`src/rtl/operand_fetch_pkg.sv`:
```
// Shared constants for the operand fetch and writeback stages.
// Holds default data/register/opcode widths, the register count and opcode values.
// No logic; imported by operand_fetch and operand_scoreboard.
package operand_fetch_pkg;

  localparam int DEF_WIDTH = 4;  // data width
  localparam int DEF_NREG  = 3;  // register address width
  localparam int DEF_NOPER = 3;  // opcode width
  localparam int NUM_REGS  = 1 << DEF_NREG;

  // Opcode values are carried through untouched; listed here so the
  // writeback/execute stages agree on the encoding.
  typedef enum logic [DEF_NOPER-1:0] {
    OP_AND = 3'd0,
    OP_OR  = 3'd1,
    OP_ADD = 3'd2,
    OP_SUB = 3'd3
  } opcode_e;

endpackage

```
`src/rtl/operand_scoreboard.sv`:
```
// Per-register busy bits tracking destinations of in-flight instructions.
// Ports: set_en_i/set_addr_i mark a destination busy, clr_en_i/clr_addr_i
// retire it on writeback, busy_o exposes the raw bits. Set beats clear.
import operand_fetch_pkg::*;

module operand_scoreboard #(
  parameter int NREG = DEF_NREG
) (
  input  logic              clk,
  input  logic              rst,
  input  logic              set_en_i,
  input  logic [NREG-1:0]   set_addr_i,
  input  logic              clr_en_i,
  input  logic [NREG-1:0]   clr_addr_i,
  output logic [2**NREG-1:0] busy_o
);

  logic [2**NREG-1:0] busy_q;
  logic [2**NREG-1:0] busy_d;

  always_comb begin
    busy_d = busy_q;
    if (clr_en_i) busy_d[clr_addr_i] = 1'b0;
    // Applied after the clear so a same-cycle issue to the register being
    // written back leaves it busy for the new producer.
    if (set_en_i) busy_d[set_addr_i] = 1'b1;
  end

  always_ff @(posedge clk) begin
    if (rst) busy_q <= '0;
    else     busy_q <= busy_d;
  end

  assign busy_o = busy_q;

endmodule

```
`src/rtl/operand_fetch.sv`:
```
// Operand fetch stage: reads sources, bypasses writeback data, stalls on
// scoreboard hazards and registers one instruction for the downstream stage.
// Ports: upstream valid/ready instruction, RF read ports, writeback snoop,
// downstream valid/ready result; pending exposes the busy bits.
import operand_fetch_pkg::*;

module operand_fetch #(
  parameter int WIDTH = DEF_WIDTH,
  parameter int NREG  = DEF_NREG,
  parameter int NOPER = DEF_NOPER
) (
  input  logic               clk,
  input  logic               rst,
  // upstream
  input  logic               in_valid,
  output logic               in_ready,
  input  logic [NOPER-1:0]   oper,
  input  logic [NREG-1:0]    reg_addr1,
  input  logic [NREG-1:0]    reg_addr2,
  input  logic [NREG-1:0]    reg_addr3,
  input  logic               sel,
  input  logic [WIDTH-1:0]   imm,
  // register file read
  output logic [NREG-1:0]    rf_addr1,
  output logic [NREG-1:0]    rf_addr2,
  input  logic [WIDTH-1:0]   rf_data1,
  input  logic [WIDTH-1:0]   rf_data2,
  // writeback snoop
  input  logic               wb_en,
  input  logic [NREG-1:0]    wb_addr,
  input  logic [WIDTH-1:0]   wb_data,
  // downstream
  output logic               out_valid,
  input  logic               out_ready,
  output logic [NOPER-1:0]   out_oper,
  output logic [WIDTH-1:0]   out_a,
  output logic [WIDTH-1:0]   out_b,
  output logic [NREG-1:0]    out_dst,
  output logic [2**NREG-1:0] pending
);

  logic [2**NREG-1:0] busy;

  logic               out_valid_q, out_valid_d;
  logic [NOPER-1:0]   out_oper_q,  out_oper_d;
  logic [WIDTH-1:0]   out_a_q,     out_a_d;
  logic [WIDTH-1:0]   out_b_q,     out_b_d;
  logic [NREG-1:0]    out_dst_q,   out_dst_d;

  logic hit_a, hit_b, hit_d;
  logic src_a_rdy, src_b_rdy, dst_rdy;
  logic hazard, accept;

  assign rf_addr1 = reg_addr1;
  assign rf_addr2 = reg_addr2;

  // A writeback landing this cycle both satisfies the dependency and
  // supplies the value the register file has not yet stored.
  assign hit_a = wb_en && (wb_addr == reg_addr1);
  assign hit_b = wb_en && (wb_addr == reg_addr2);
  assign hit_d = wb_en && (wb_addr == reg_addr3);

  assign src_a_rdy = !busy[reg_addr1] || hit_a;
  assign src_b_rdy = sel || !busy[reg_addr2] || hit_b;
  assign dst_rdy   = !busy[reg_addr3] || hit_d;

  assign hazard   = !(src_a_rdy && src_b_rdy && dst_rdy);
  assign in_ready = (!out_valid_q || out_ready) && !hazard && !rst;
  assign accept   = in_valid && in_ready;

  always_comb begin
    out_valid_d = out_valid_q;
    out_oper_d  = out_oper_q;
    out_a_d     = out_a_q;
    out_b_d     = out_b_q;
    out_dst_d   = out_dst_q;
    if (accept) begin
      out_valid_d = 1'b1;
      out_oper_d  = oper;
      out_a_d     = hit_a ? wb_data : rf_data1;
      out_b_d     = sel ? imm : (hit_b ? wb_data : rf_data2);
      out_dst_d   = reg_addr3;
    end else if (out_ready) begin
      out_valid_d = 1'b0;
    end
  end

  always_ff @(posedge clk) begin
    if (rst) begin
      out_valid_q <= 1'b0;
      out_oper_q  <= '0;
      out_a_q     <= '0;
      out_b_q     <= '0;
      out_dst_q   <= '0;
    end else begin
      out_valid_q <= out_valid_d;
      out_oper_q  <= out_oper_d;
      out_a_q     <= out_a_d;
      out_b_q     <= out_b_d;
      out_dst_q   <= out_dst_d;
    end
  end

  operand_scoreboard #(.NREG(NREG)) u_scoreboard (
    .clk        (clk),
    .rst        (rst),
    .set_en_i   (accept),
    .set_addr_i (reg_addr3),
    .clr_en_i   (wb_en),
    .clr_addr_i (wb_addr),
    .busy_o     (busy)
  );

  assign out_valid = out_valid_q;
  assign out_oper  = out_oper_q;
  assign out_a     = out_a_q;
  assign out_b     = out_b_q;
  assign out_dst   = out_dst_q;
  assign pending   = busy;

endmodule
```
`config.mk`:
```
export PLATFORM = sky130hd
export DESIGN_NAME = operand_fetch
export DESIGN_NICKNAME = d
export VERILOG_FILES = /design/src/rtl/operand_fetch_pkg.sv /design/src/rtl/operand_scoreboard.sv /design/src/rtl/operand_fetch.sv
export SDC_FILE = /design/constraint.sdc
export NUM_CORES = 1
export LEC_CHECK = 0
export CAP_MARGIN = 30
export CORE_MARGIN = 3
export CORE_UTILIZATION = 42
export CTS_CLUSTER_SIZE = 12
export DETAILED_ROUTE_END_ITERATION = 10
export PLACE_DENSITY = 0.86
export SLEW_MARGIN = 20
export SYNTH_ARGS = -nofsm -noshare
export SYNTH_HDL_FRONTEND = slang
export SYNTH_SLANG_ARGS = --single-unit
```
`constraint.sdc`:
```
create_clock -name clk -period 3.32 [get_ports clk]
set_input_delay 0.332 -clock clk [delete_from_list [all_inputs] [get_ports clk]]
set_output_delay 0.332 -clock clk [all_outputs]
set_load 0.1 [all_outputs]
```
==> reports/metrics.csv, run 1 <==
metric,value,unit
# fillers,270,
Final min period,2.89,ns
Final Util,0.649,
RSZ-0062 raised after global routing,false,
clock sink count,23,
Seq cells post-synth,23,
root buf cell,clkbuf_4,
largest net degree at the start of global routing,17,
Max Root-Sink Buffers,2,
async set-reset flop share out of synthesis,0,
Peak Freq,0.346,GHz
GRT Util Overall,0.187,
# diodes,0,
first-pass GRT wire length,6500,um
Sequential cell area,460,um2
wire per inst,15.2,um
mux cell area share after synthesis,0.254,
Critical Path Source Type,input pin,
Rows,21,
post-synth net total,195,
largest family of logic cells by synthesized area,multiplexers,
top-count cell post-synth,dfxtp_1,
first-pass iteration count of the detailed router,4,
worst-margin pin slew,0.982,ns
post-synthesis adder-cell area fraction,0,
Final Hold Vio Count,0,
TNS Setup,0,ns
"worst slack, placed",0.197,ns
static leakage power,0.889,nW
status,"finished, final reports clean",
Via density,5.30,
drt total wl,3980,um
count of input and output buffers,66,
PnR worst setup slack,0.427,ns
clk slew on worst S/H paths,0.14,ns
Netlist cell types,35,
post-route cell area,2200,um2
"Slowest-stage cell, CP",clkdlybuf4s50_1,
worst-skew pair later-pin latency,0.32,ns
Detail Route Antenna Nets,0,
starting density of the core,0.445,
max-cap viol count,0,
hold_buf cts,0,
initial antenna violation count,0,
fin. max-slew vios,0,
Max Clock Skew,0.0180,ns
biggest area consumer among synthesized cells,dfxtp_1,
Yosys top cell area share,0.305,
Synth top cells by count,"dfxtp_1 (23), mux2i_1 (18), mux2_2 (11), nand2_1 (10)",
Synth Instances,158,
Min-Delay Path Class,reg2reg,
final net count,254,
# resized after CTS,0,
Die Height,65.9,um
initial drt markers,91,
Die Area,4340,um2
worst relative slew slack,0.343,
# DRC,0,
TritonCTS clock tree,yes,
WS Path Type,in2out,
worst vdd ir,268,uV
multi-input logic area,927,um2
crit-path max FO,7,
I/O Pins,67,
fin crit share,0.871,
Post-synth EDFFs,0,
GR Overflow Total,0,
crit end category,output pin,
final setup fails,0,
largest cells by area after synthesis,"dfxtp_1 (31%), mux2i_1 (12%), mux2_2 (8.2%), xnor2_1 (5.2%), nor2b_1 (3.3%)",
Post-CTS Setup Inserts,0,
share of cells above drive strength 1,0.190,
register area share after synthesis,0.305,
CP required,2.99,ns
chip width,65.9,um
compound-cell area share of the yosys netlist,0.123,
RD Place Congestion,0.805,
power per standard cell area,364,nW/um2
Syn Area/Cell,9.54,um2
WP data arrival,2.56,ns
H-tree levels,1,
Netlist Area Pre-Place,1510,um2
core area,3390,um2
vias in the first global route,1362,
Area after DPL,2170,um2
slowest cell delay on critical path,0.61,ns
Ys Warns,0,
XOR/XNOR Fraction of Synth Area,0.0523,
CTS Buf Count,3,
via count,1388,
"Top FF cell, synth",dfxtp_1,
Simple-Gate Fraction of Synth Area,0.178,
detailed placement HPWL,3120,um
area delta synth->final,45.8,%
crit-path cells,clkdlybuf4s50_1 > mux2_2 > mux4_2 > a32o_2 > nor3b_4 > buf_12,
[worst paths after layout]
kind / startpoint / end / slack (ns) / depth (start not counted)
min: out_a[3]$_SDFFE_PP0P_ / out_a[3]$_SDFFE_PP0P_ / 0.47 / 2
max: reg_addr3[0] / in_ready / 0.43 / 6
max reg2reg: u_scoreboard.busy_o[7]$_SDFF_PP0_ / out_oper[2]$_SDFFE_PP0P_ / 0.82 / 6
min reg2reg: out_a[3]$_SDFFE_PP0P_ / out_a[3]$_SDFFE_PP0P_ / 0.47 / 2
[flip-flops by register name (all words and copies together), names as in the netlist]
signal,cells
out_a,4
out_b,4
out_dst,3
out_oper,3
out_valid,1
u_scoreboard.busy_o,8
[per-stage QoR]
stage               total power [mW]  instances  hold slack [ns]
CTS                            0.807        262            0.472
floorplan                      0.570        158            0.457
finish                         0.799        262            0.469
global placement               0.671        258            0.446
detailed placement             0.674        258            0.455
global route                   0.831        262            0.491
[layer usage]
metal / global-route usage / wire length [um] / vias up
met1: 0.245 / 1760 / 631
met3: 0.0493 / 370 / 2
met2: 0.310 / 1830 / 67
met4: 0.0311 / 17 / 0
li1: - / - / 688
met5: 0 / 0 / -
[power by group]
part	internal [mW]	switching (mW)
clock	0.0459	0.0858
sequential	0.293	0.0103
combinational	0.126	0.238
[area by class of cell]
class / count / share of cell area
well taps: 46 / 0.0262
inverters: 2 / 0.00341
repair buffers: 74 / 0.326
flip-flops and latches: 23 / 0.209
clock inverters: 1 / 0.00341
clock buffers: 3 / 0.0102
multi-input cells: 113 / 0.422
[kinds of logic after synthesis]
logic type / count (synthesis)
simple gates: 48
compound gates: 22
mux: 34
xor+xnor: 9
buf+inv: 22
flops: 23
[placed cells by master (no fill, tap or decap), types with 3 or more instances in the layout]
master           synthesis  layout
clkdlybuf4s50_1          0      59
mux2_2                  11      11
buf_4                    6      14
mux2_1                   3       3
mux2i_1                 18      18
a31o_2                   3       3
nor4_1                   3       3
nand2_1                 10      10
o41ai_2                  3       3
nand4_1                  4       4
nand2b_1                 6       6
xnor2_1                  9       9
o21ai_0                  3       3
nor2_1                   4       4
nor2b_1                  8       8
clkbuf_4                 0       3
dfxtp_1                 23      23
nand3_1                  6       6
[worst max-delay path, delay by kind of cell]
kind,cells,cell delay [ns]
simple gates,1,0.26
buf+inv,2,0.82
compound gates,1,0.32
mux,2,0.83
Note: power is estimated with default switching activity, not from simulation.
==> inputs of run 2 (changes only) <==
- CORE_MARGIN: 3 -> 2
==> reports/metrics.csv, run 2 (synthesis gave the netlist of run 1 again) <==
metric,value,unit
crit-path max FO,7,
TritonCTS clock tree,yes,
crit end category,output pin,
initial antenna violation count,0,
GR Overflow Total,0,
Largest register FFs,8,
largest net degree at the start of global routing,18,
fin. max-slew vios,0,
power per standard cell area,361,nW/um2
first-pass iteration count of the detailed router,4,
Detail Route Antenna Nets,0,
static leakage power,0.898,nW
Final min period,2.89,ns
initial drt markers,54,
Max Root-Sink Buffers,2,
share of cells above drive strength 1,0.194,
worst vdd ir,252,uV
clk slew on worst S/H paths,0.13,ns
Die Area,4090,um2
GRT Util Overall,0.192,
Die Height,63.9,um
via count,1383,
Final Hold Vio Count,0,
M1 WL,1760,um
hold_buf cts,0,
TNS Setup,0,ns
Rows,21,
chip width,63.9,um
met2 routed WL,1750,um
WS Path Type,in2out,
worst relative slew slack,0.340,
first-pass GRT wire length,6420,um
WP data arrival,2.56,ns
"most common cell after layout, fill and taps aside",clkdlybuf4s50_1,
Post-CTS Setup Inserts,0,
drt total wl,3790,um
final net count,255,
max-cap viol count,0,
CTS Buf Count,3,
hold slack,0.467,ns
RSZ-0062 raised after global routing,false,
top routing layer used,met4,
# fillers,293,
worst-margin pin slew,0.987,ns
"commonest cells after routing, fill and taps aside","clkdlybuf4s50_1 (59), dfxtp_1 (23), mux2i_1 (18)",
worst-skew pair later-pin latency,0.30,ns
Max Clock Skew,0.00189,ns
area delta synth->final,46.1,%
Peak Freq,0.346,GHz
met3 WL,266,um
detailed placement HPWL,2910,um
final setup fails,0,
# diodes,0,
core area,3390,um2
Critical Path Source Type,input pin,
Final Util,0.650,
Via density,5.26,
# resized after CTS,0,
count of input and output buffers,66,
status,"finished, final reports clean",
RD Place Congestion,0.826,
CP required,2.99,ns
Min-Delay Path Class,reg2reg,
# DRC,0,
I/O Pins,67,
clock sink count,23,
vias in the first global route,1406,
H-tree levels,1,
wire per inst,14.4,um
starting density of the core,0.445,
fin crit share,0.871,
root buf cell,clkbuf_4,
==> run 2: final cells by class <==
cell class | count | area (um2) | area share
inverters | 2 | 7.51 | 0.00341
repair buffers | 75 | 723 | 0.328
multi-input cells | 113 | 927 | 0.421
well taps | 46 | 57.6 | 0.0261
clock buffers | 3 | 22.5 | 0.0102
flip-flops and latches | 23 | 460 | 0.209
clock inverters | 1 | 5.00 | 0.00227
==> run 2: path summary, 6_finish.rpt <==
path                                startpoint               endpoint  slack (ns)  cells after the start
max                               reg_addr3[0]               in_ready        0.43                      6
min                      out_b[3]$_SDFFE_PP0P_  out_b[3]$_SDFFE_PP0P_        0.47                      2
max reg2reg  u_scoreboard.busy_o[7]$_SDFF_PP0_  out_b[2]$_SDFFE_PP0P_        0.75                      6
min reg2reg              out_b[3]$_SDFFE_PP0P_  out_b[3]$_SDFFE_PP0P_        0.47                      2
==> run 2: worst max-delay path, cell delays in order <==
cell and delay [ns]:
clkdlybuf4s50_1 0.62, mux2_1 0.35, mux4_2 0.46, a32o_2 0.32, nor3b_4 0.26, buf_12 0.21
==> run 2: through the flow <==
step	total power, mW	setup slack (ns)	std cells	cell area, um2
4_1_cts	0.800	0.420	263	2200
2_1_floorplan	0.570	0.278	158	1520
6_report	0.795	0.430	263	2200
5_1_grt	0.828	0.333	263	2200
3_5_place_dp	0.673	0.0963	259	2180
3_3_place_gp	0.671	0.137	259	2180
==> run 2: layer usage <==
| layer | vias to the layer above | track usage |
|---|---|---|
| met1 | 641 | 0.256 |
| met5 | - | 0 |
| li1 | 687 | - |
| met3 | 2 | 0.0317 |
| met2 | 53 | 0.326 |
| met4 | 0 | 0.0380 |
==> run 2: where the power goes <==
part | leakage [nW] | total [mW] | internal, mW | switching (mW)
Clock | 0.0177 | 0.128 | 0.0449 | 0.0830
Sequential | 0.188 | 0.304 | 0.293 | 0.0107
Combinational | 0.692 | 0.363 | 0.127 | 0.236
==> inputs of run 3 (changes only) <==
- CELL_PAD_IN_SITES_DETAIL_PLACEMENT: default -> 1
- CELL_PAD_IN_SITES_GLOBAL_PLACEMENT: default -> 1
- CORE_ASPECT_RATIO: default -> 0.75
- CORE_UTILIZATION: 42 -> 30
- PLACE_DENSITY: 0.86 -> 0.85
==> reports/metrics.csv, run 3 (synthesis gave the netlist of run 1 again) <==
metric,value,unit
clock sink count,23,
Post-CTS Setup Inserts,0,
# resized after CTS,0,
TNS Setup,0,ns
failing checks,DRC,
TritonCTS clock tree,yes,
GRT Util Overall,0.165,
fin. max-slew vios,0,
max-cap viol count,0,
hold_buf cts,0,
"commonest cells after routing, fill and taps aside","clkdlybuf4s50_1 (59), dfxtp_1 (23), mux2i_1 (18)",
starting density of the core,0.309,
WS Path Type,in2out,
CTS Buf Count,3,
H-tree levels,1,
Peak Freq,0.346,GHz
share of cells above drive strength 1,0.190,
Final min period,2.89,ns
initial drt markers,99,
first-pass iteration count of the detailed router,8,
Final Hold Vio Count,0,
RSZ-0062 raised after global routing,false,
Final Total Pwr,0.845,mW
worst vdd ir,176,uV
final setup fails,0,
CP required,2.99,ns
reg-to-reg startpoint,u_scoreboard.busy_o[6]$_SDFF_PP0_,
drt total wl,4550,um
Worst Setup SP,reg_addr3[0],
final net count,254,
Area after DPL,2190,um2
area delta synth->final,48.0,%
status,"finished, violations left",
Post-Place Cells,272,
Die Height,65.4,um
"worst slack, placed",0.204,ns
detailed placement HPWL,3560,um
via count,1427,
worst relative slew slack,0.339,
root buf cell,clkbuf_8,
crit-path max FO,7,
clk slew on worst S/H paths,0.08,ns
chip width,85.9,um
"most common cell after layout, fill and taps aside",clkdlybuf4s50_1,
WP data arrival,2.56,ns
core area,4870,um2
static leakage power,0.900,nW
power per standard cell area,379,nW/um2
Critical Path Source Type,input pin,
initial antenna violation count,0,
# DRC,7,
# diodes,0,
wire per inst,16.5,um
Final Util,0.458,
Via density,5.17,
RD Place Congestion,0.761,
GR Overflow Total,0,
Detail Route Antenna Nets,0,
Max Root-Sink Buffers,2,
worst-margin pin slew,0.988,ns
post-route cell area,2230,um2
Max Clock Skew,0.00718,ns
Largest register FFs,8,
fin crit share,0.870,
PnR worst setup slack,0.430,ns
worst-skew pair later-pin latency,0.26,ns
largest net degree at the start of global routing,18,
Rows,22,
hold path startpoint,out_b[1]$_SDFFE_PP0P_,
count of input and output buffers,66,
first-pass GRT wire length,7410,um
crit end category,output pin,
vias in the first global route,1496,
Die Area,5610,um2
I/O Pins,67,
Layout Cells excl Fill,276,
hold slack,0.466,ns
Min-Delay Path Class,reg2reg,
[run 3: layer usage]
layer	part of all wire	up-vias	GRT usage
li1	-	684	-
met1	0.49	696	0.230
met2	0.44	45	0.267
met3	0.062	2	0.0440
met4	0.0035	0	0.00992
met5	0	-	0
[run 3: area by class of cell]
class / count / area (um2)
multi-input cells: 113 / 927
well taps: 60 / 75.1
flip-flops and latches: 23 / 460
clock inverters: 1 / 5.00
fillers: 553 / 2640
inverters: 2 / 7.51
clock buffers: 3 / 41.3
repair buffers: 74 / 716
[run 3: path summary, 6_finish.rpt]
| kind | to | cells after the start | slack (ns) |
|---|---|---|---|
| max | in_ready | 6 | 0.43 |
| min | out_b[1]$_SDFFE_PP0P_ | 2 | 0.47 |
| max reg2reg | out_oper[2]$_SDFFE_PP0P_ | 6 | 0.84 |
| min reg2reg | out_b[1]$_SDFFE_PP0P_ | 2 | 0.47 |
[run 3: power by group]
group / leakage (nW) / switching [mW] / internal, mW
registers: 0.188 / 0.0114 / 0.293
clock network: 0.0255 / 0.0892 / 0.0837
logic: 0.687 / 0.242 / 0.126
[run 3: worst max-delay path, cell delays in order]
cell             delay, ns
clkdlybuf4s50_1       0.63
mux2_2                0.37
mux4_2                0.46
a32o_2                0.31
nor3b_4               0.25
buf_12                0.20
